===== src/rtl/node_injection_scheduler_pkg.sv =====
// node_injection_scheduler_pkg: shared packet type, phase encoding and default thresholds
package node_injection_scheduler_pkg;
  typedef struct packed {
    logic        ant;
    logic [3:0]  dst;
    logic [15:0] payload;
  } packet_t;
  typedef enum logic [2:0] {
    IDLE    = 3'd0,
    WARMUP  = 3'd1,
    MEASURE = 3'd2,
    DRAIN   = 3'd3,
    DONE    = 3'd4
  } phase_t;
  localparam int WARMUP_PACKETS_DEF  = 1000;
  localparam int MEASURE_PACKETS_DEF = 5000;
  localparam int DRAIN_PACKETS_DEF   = 3000;
  localparam int STARVE_LIMIT_DEF    = 4;
endpackage


===== src/rtl/node_injection_scheduler_arbiter.sv =====
// inj_arbiter_2to1: ant-priority grant between data and ant with a data starvation override
module inj_arbiter_2to1 import node_injection_scheduler_pkg::*; #(
  parameter int STARVE_LIMIT = STARVE_LIMIT_DEF
) (
  input  logic clk,
  input  logic reset_n,
  input  logic d_val,
  input  logic a_val,
  input  logic load_ok,
  output logic d_rdy,
  output logic a_rdy
);
  localparam int SW = STARVE_LIMIT < 1 ? 1 : $clog2(STARVE_LIMIT + 1);
  logic [SW-1:0] starve_cnt;
  logic starved, d_gnt;
  assign starved = int'(starve_cnt) >= STARVE_LIMIT;
  assign d_gnt   = d_val && (!a_val || starved);
  assign d_rdy   = load_ok && d_gnt;
  assign a_rdy   = load_ok && a_val && !d_gnt;
  // count data cycles lost to ant while the output could load, saturating at the limit
  always_ff @(posedge clk) begin
    if (!reset_n) starve_cnt <= '0;
    else if (d_rdy) starve_cnt <= '0;
    else if (d_val && load_ok && !starved) starve_cnt <= starve_cnt + 1'b1;
  end
endmodule


===== src/rtl/node_injection_scheduler.sv =====
// node_injection_scheduler: injection arbiter, output register and run-phase FSM (option INJ_MEASURE_CYCLES_EN)
module node_injection_scheduler import node_injection_scheduler_pkg::*; #(
  parameter int WARMUP_PACKETS  = WARMUP_PACKETS_DEF,
  parameter int MEASURE_PACKETS = MEASURE_PACKETS_DEF,
  parameter int DRAIN_PACKETS   = DRAIN_PACKETS_DEF,
  parameter int STARVE_LIMIT    = STARVE_LIMIT_DEF,
  parameter int CNT_W           = 32
) (
  input  logic             clk,
  input  logic             reset_n,
  input  logic             start,
  input  packet_t          d_data,
  input  logic             d_val,
  output logic             d_rdy,
  input  packet_t          a_data,
  input  logic             a_val,
  output logic             a_rdy,
  output packet_t          net_data,
  output logic             net_val,
  input  logic             net_en,
  output logic [2:0]       phase,
  output logic             measuring,
  output logic             done,
  output logic [CNT_W-1:0] measure_cycles
);
  phase_t phase_q;
  logic [CNT_W-1:0] cnt, cnt_nxt;
  logic active, xfer, load_ok, counted, pass;
  assign active  = phase_q inside {WARMUP, MEASURE, DRAIN};
  assign xfer    = net_val && net_en;
  assign load_ok = reset_n && active && (!net_val || xfer);
  assign counted = xfer && active && !net_data.ant;
  assign cnt_nxt = cnt + CNT_W'(counted);
  assign pass    = phase_q == WARMUP  ? cnt_nxt >= CNT_W'(WARMUP_PACKETS)  :
                   phase_q == MEASURE ? cnt_nxt >= CNT_W'(MEASURE_PACKETS) :
                   phase_q == DRAIN   ? cnt_nxt >= CNT_W'(DRAIN_PACKETS)   : 1'b0;
  assign phase     = phase_q;
  assign measuring = phase_q == MEASURE;
  assign done      = phase_q == DONE;
  inj_arbiter_2to1 #(.STARVE_LIMIT(STARVE_LIMIT)) u_arb (
    .clk(clk), .reset_n(reset_n), .d_val(d_val), .a_val(a_val),
    .load_ok(load_ok), .d_rdy(d_rdy), .a_rdy(a_rdy)
  );
  // phase sequencing on accepted data packets; a crossing handshake counts toward the old phase
  always_ff @(posedge clk) begin
    if (!reset_n) begin
      phase_q <= IDLE;
      cnt     <= '0;
    end else if (phase_q == IDLE) begin
      if (start) phase_q <= WARMUP;
    end else if (active) begin
      cnt <= pass ? '0 : cnt_nxt;
      if (pass) phase_q <= phase_t'(phase_q + 3'd1);
    end
  end
  // one-entry output register, reloadable on the cycle it drains
  always_ff @(posedge clk) begin
    if (!reset_n) begin
      net_val  <= 1'b0;
      net_data <= '0;
    end else if (d_rdy || a_rdy) begin
      net_val  <= 1'b1;
      net_data <= d_rdy ? d_data : a_data;
    end else if (xfer) begin
      net_val  <= 1'b0;
    end
  end
`ifdef INJ_MEASURE_CYCLES_EN
  // saturating count of cycles spent in MEASURE, held afterwards
  always_ff @(posedge clk) begin
    if (!reset_n) measure_cycles <= '0;
    else if (measuring && !(&measure_cycles)) measure_cycles <= measure_cycles + 1'b1;
  end
`else
  assign measure_cycles = '0;
`endif
endmodule


===== config.mk =====
export PLATFORM = sky130hd
export DESIGN_NAME = node_injection_scheduler
export DESIGN_NICKNAME = d
export VERILOG_FILES = /design/src/rtl/node_injection_scheduler_pkg.sv /design/src/rtl/node_injection_scheduler_arbiter.sv /design/src/rtl/node_injection_scheduler.sv
export SDC_FILE = /design/constraint.sdc
export NUM_CORES = 1
export LEC_CHECK = 0
export CAP_MARGIN = 0
export CORE_ASPECT_RATIO = 1.4
export CORE_MARGIN = 3
export CORE_UTILIZATION = 40
export DETAILED_ROUTE_END_ITERATION = 8
export DONT_BUFFER_PORTS = 1
export SLEW_MARGIN = 20
export SYNTH_ARGS = -nofsm -noshare
export SYNTH_HDL_FRONTEND = slang
export SYNTH_SLANG_ARGS = --single-unit

===== constraint.sdc =====
create_clock -name clk -period 4.6 [get_ports clk]
set_input_delay 0.92 -clock clk [delete_from_list [all_inputs] [get_ports clk]]
set_output_delay 0.92 -clock clk [all_outputs]
set_load 0.01 [all_outputs]

==> impl_metrics.toml <==
[synthesis]
syn_area_per_cell_um2 = 8.44
synth_top_flop_cell = "dfxtp_1"
ys_ff_latch = 60
synth-async-reset-ratio_pct = 0
synth-edff-count = 0
yosys-top-cells-area = "dfxtp_1 33%, buf_4 7.9%, mux2i_1 6.1%"
netlist_instances = 428
yosysTopAreaCell = "dfxtp_1"
synth_top_area_share_pct = 33.2
syn_area_mm2 = 0.00361
ys_warn_count = 0
ys_types = 63
ys_seq_area_share_pct = 33.2

[detailed_routing]
ant_nets = 0
post_drt_via_cell_ratio = 5.59
drt-initial-drc-count = 326
dr.pass1.iters = 6
drc = 0
wire_per_inst_um = 15.4
vias = 2954
wl_mm = 8.14

[floorplan]
die-area_mm2 = 0.0102
die_h_um = 118
start_util_pct = 41.5
design.core.area_mm2 = 0.00871
die_w_um = 86.3
num_io_pins = 109
num_rows = 40

[clock_network]
clk_latency_ns = 0.33
cts_resized = 0
hold_buffers = 0
cts_tree = "yes"
postCtsSetupRepairBufs = 0
clkTransAtPathRegs_ns = 0.05
h-tree-depth = 3
cts_sinks = 60
numCtsBuffers = 9
cts_root_buf = "clkbuf_16"
cts_buffer_depth = 2

[layout]
drive_gt1_share_pct = 8.75
nNetsFinal = 475
antenna_cells = 0
area_delta_synth_final_pct = 7.65

[timing]
hold_viol_final = 0
slew_violations = 0
timing.final.crit_period_ns = 4.24
fmax_ghz = 0.236
timing.final.setup_violations = 0
setup_ws_ns = 0.363
fin_crit_sh_pct = 92.1
setup_tns_ns = 0
worstMarginPinSlew_ns = 0.716
skew_ns = 0.00498
slew_headroom_pct = 52.1
grt_setup_unrepaired = "false"

[critical_path]
crit_path_start_kind = "register"
r2r_slack_ns = 0.36
required_ns = 4.87
critPathKind = "register to register"
regToRegStartpoint = "phase[0]"
cp.arrival_ns = 4.50
r2r_cells = 17
critical_path.max_fanout = 8
timing.rr.end = "phase[2]"
endpoint_kind = "register"

[worst_hold_path]
min_path_cells = 2
holdPathEnd = "u_arb.starve_cnt[1]"
hold_start = "u_arb.starve_cnt[1]"
hold_path.class = "register to register"

[global_route]
track_usage_pct = 16.2
overflow = 0
grt_max_degree = 44
grt_pass1_vias = 2705
antenna_found_initial = 0
grt_pass1_wl_mm = 13.3

[job]
cap_violations = 0

[power_and_ir_drop]
p_per_area_mw_per_mm2 = 375
vdd_drop_max_v = 0.000221
leakage_nw = 1.47

[place]
place_ws_ns = 0.403
globalplace.congestion = 0.888
dpl.hpwl_mm = 5.92
io_buffers = 0

[status]
status = "finished, final reports clean"
## metrics by stage
step / area, µm² / hold WS, ns / power, W / std cells / util, %
finish: 3890 / 0.476 / 0.00146 / 528 / 44.7
global route: 3890 / 0.500 / 0.00151 / 528 / 44.7
CTS: 3890 / 0.480 / 0.00148 / 528 / 44.7
detailed placement: 3540 / 0.472 / 0.000689 / 512 / 40.7
global placement: 3540 / 0.459 / 0.000686 / 512 / 40.7
floorplan: 3730 / 0.449 / 0.000683 / 459 / -
## placed cells by master, fill, tap and decap left out, drive strengths merged, types with 11 or more instances in the layout
cell,instances
a211oi,22
nand2,24
nor3,13
nand4,11
nand3,15
dfxtp,60
conb,32
and3,27
mux2i,22
o21ai,13
inv,13
nor2,41
## synth_stat cells, drive strengths merged, types with 2 or more instances
master and n:
nand2 24, o21ai 13, a21oi 9, a311oi 4, a32oi 2, a211oi 22
o2bb2ai 2, nand3b 2, nor2 41, nand4 11, mux2i 22, and3 27
buf 45, or2 2, a31o 4, a22o 5, o211ai 2, inv 12
o21a 2, o2111ai 3, o31ai 2, nor2b 7, dfxtp 60, ha 9
or4 5, a22oi 2, nand3 15, nor4 7, xor2 3, xnor2 8
nor3 13, and2 2, a31oi 7, clkbuf 15, nand4b 2
## worst max-delay path by stage
stage                     startpoint  endpoint
after floorplan               net_en    cnt[9]
after global placement      phase[0]  phase[2]
after detailed placement    phase[0]  phase[2]
after CTS                   phase[0]  phase[2]
after global routing        phase[0]    cnt[6]
final                       phase[0]  phase[2]
## metal layers
layer | vias to the layer above | GRT usage, % | wire [µm]
li1 | 1492 | - | -
met1 | 1348 | 20.2 | 3370
met4 | 0 | 9.06 | 170
met3 | 15 | 4.04 | 595
met5 | - | 0 | 0
met2 | 99 | 24.9 | 4010
## final cells by class
type	count	area, µm²
fillers	890	4820
repair buffers	8	60.1
flip-flops and latches	60	1200
clock buffers	9	225
multi-input cells	326	2100
clock inverters	7	124
inverters	13	48.8
well taps	105	131
## critical path, stage by stage, from the launching register on
cell	delay [ns]
dfxtp_1	0.48
inv_1	0.11
ha_1	0.22
o21ai_0	0.18
nor2b_1	0.24
nor3_1	0.08
ha_1	0.28
ha_1	0.29
buf_4	0.19
a21oi_1	0.12
nor3_1	0.06
o22a_1	0.22
or3b_1	0.40
a311oi_2	0.42
nor3_2	0.12
buf_4	0.17
or4_1	0.46
a21oi_1	0.15
## where the power goes
group | leakage, nW | switching [W] | internal [W]
Clock | 0.166 | 0.000248 | 0.000532
Sequential | 0.486 | 0.0000253 | 0.000540
Combinational | 0.815 | 0.0000739 | 0.0000383
## cells by family (layout without fill, tap and decap cells)
family,after synthesis,in the layout,share of synthesized area [%]
other,1,32,0.104
XOR/XNOR,11,11,2.67
multiplexers,23,23,6.41
AND/OR/NAND/NOR,166,166,25.6
buffers and inverters,73,37,11.9
flip-flops,60,60,33.2
AO/OA/AOI/OAI,85,85,16.9
adder cells (fa/ha/maj),9,9,3.12
## sequential cells by signal, summed over array words and instances, names as in the netlist
signal / count
cnt: 32
net_data: 21
phase: 3
u_arb.starve_cnt: 3
net_val: 1
Note: power is estimated with default switching activity, not from simulation.
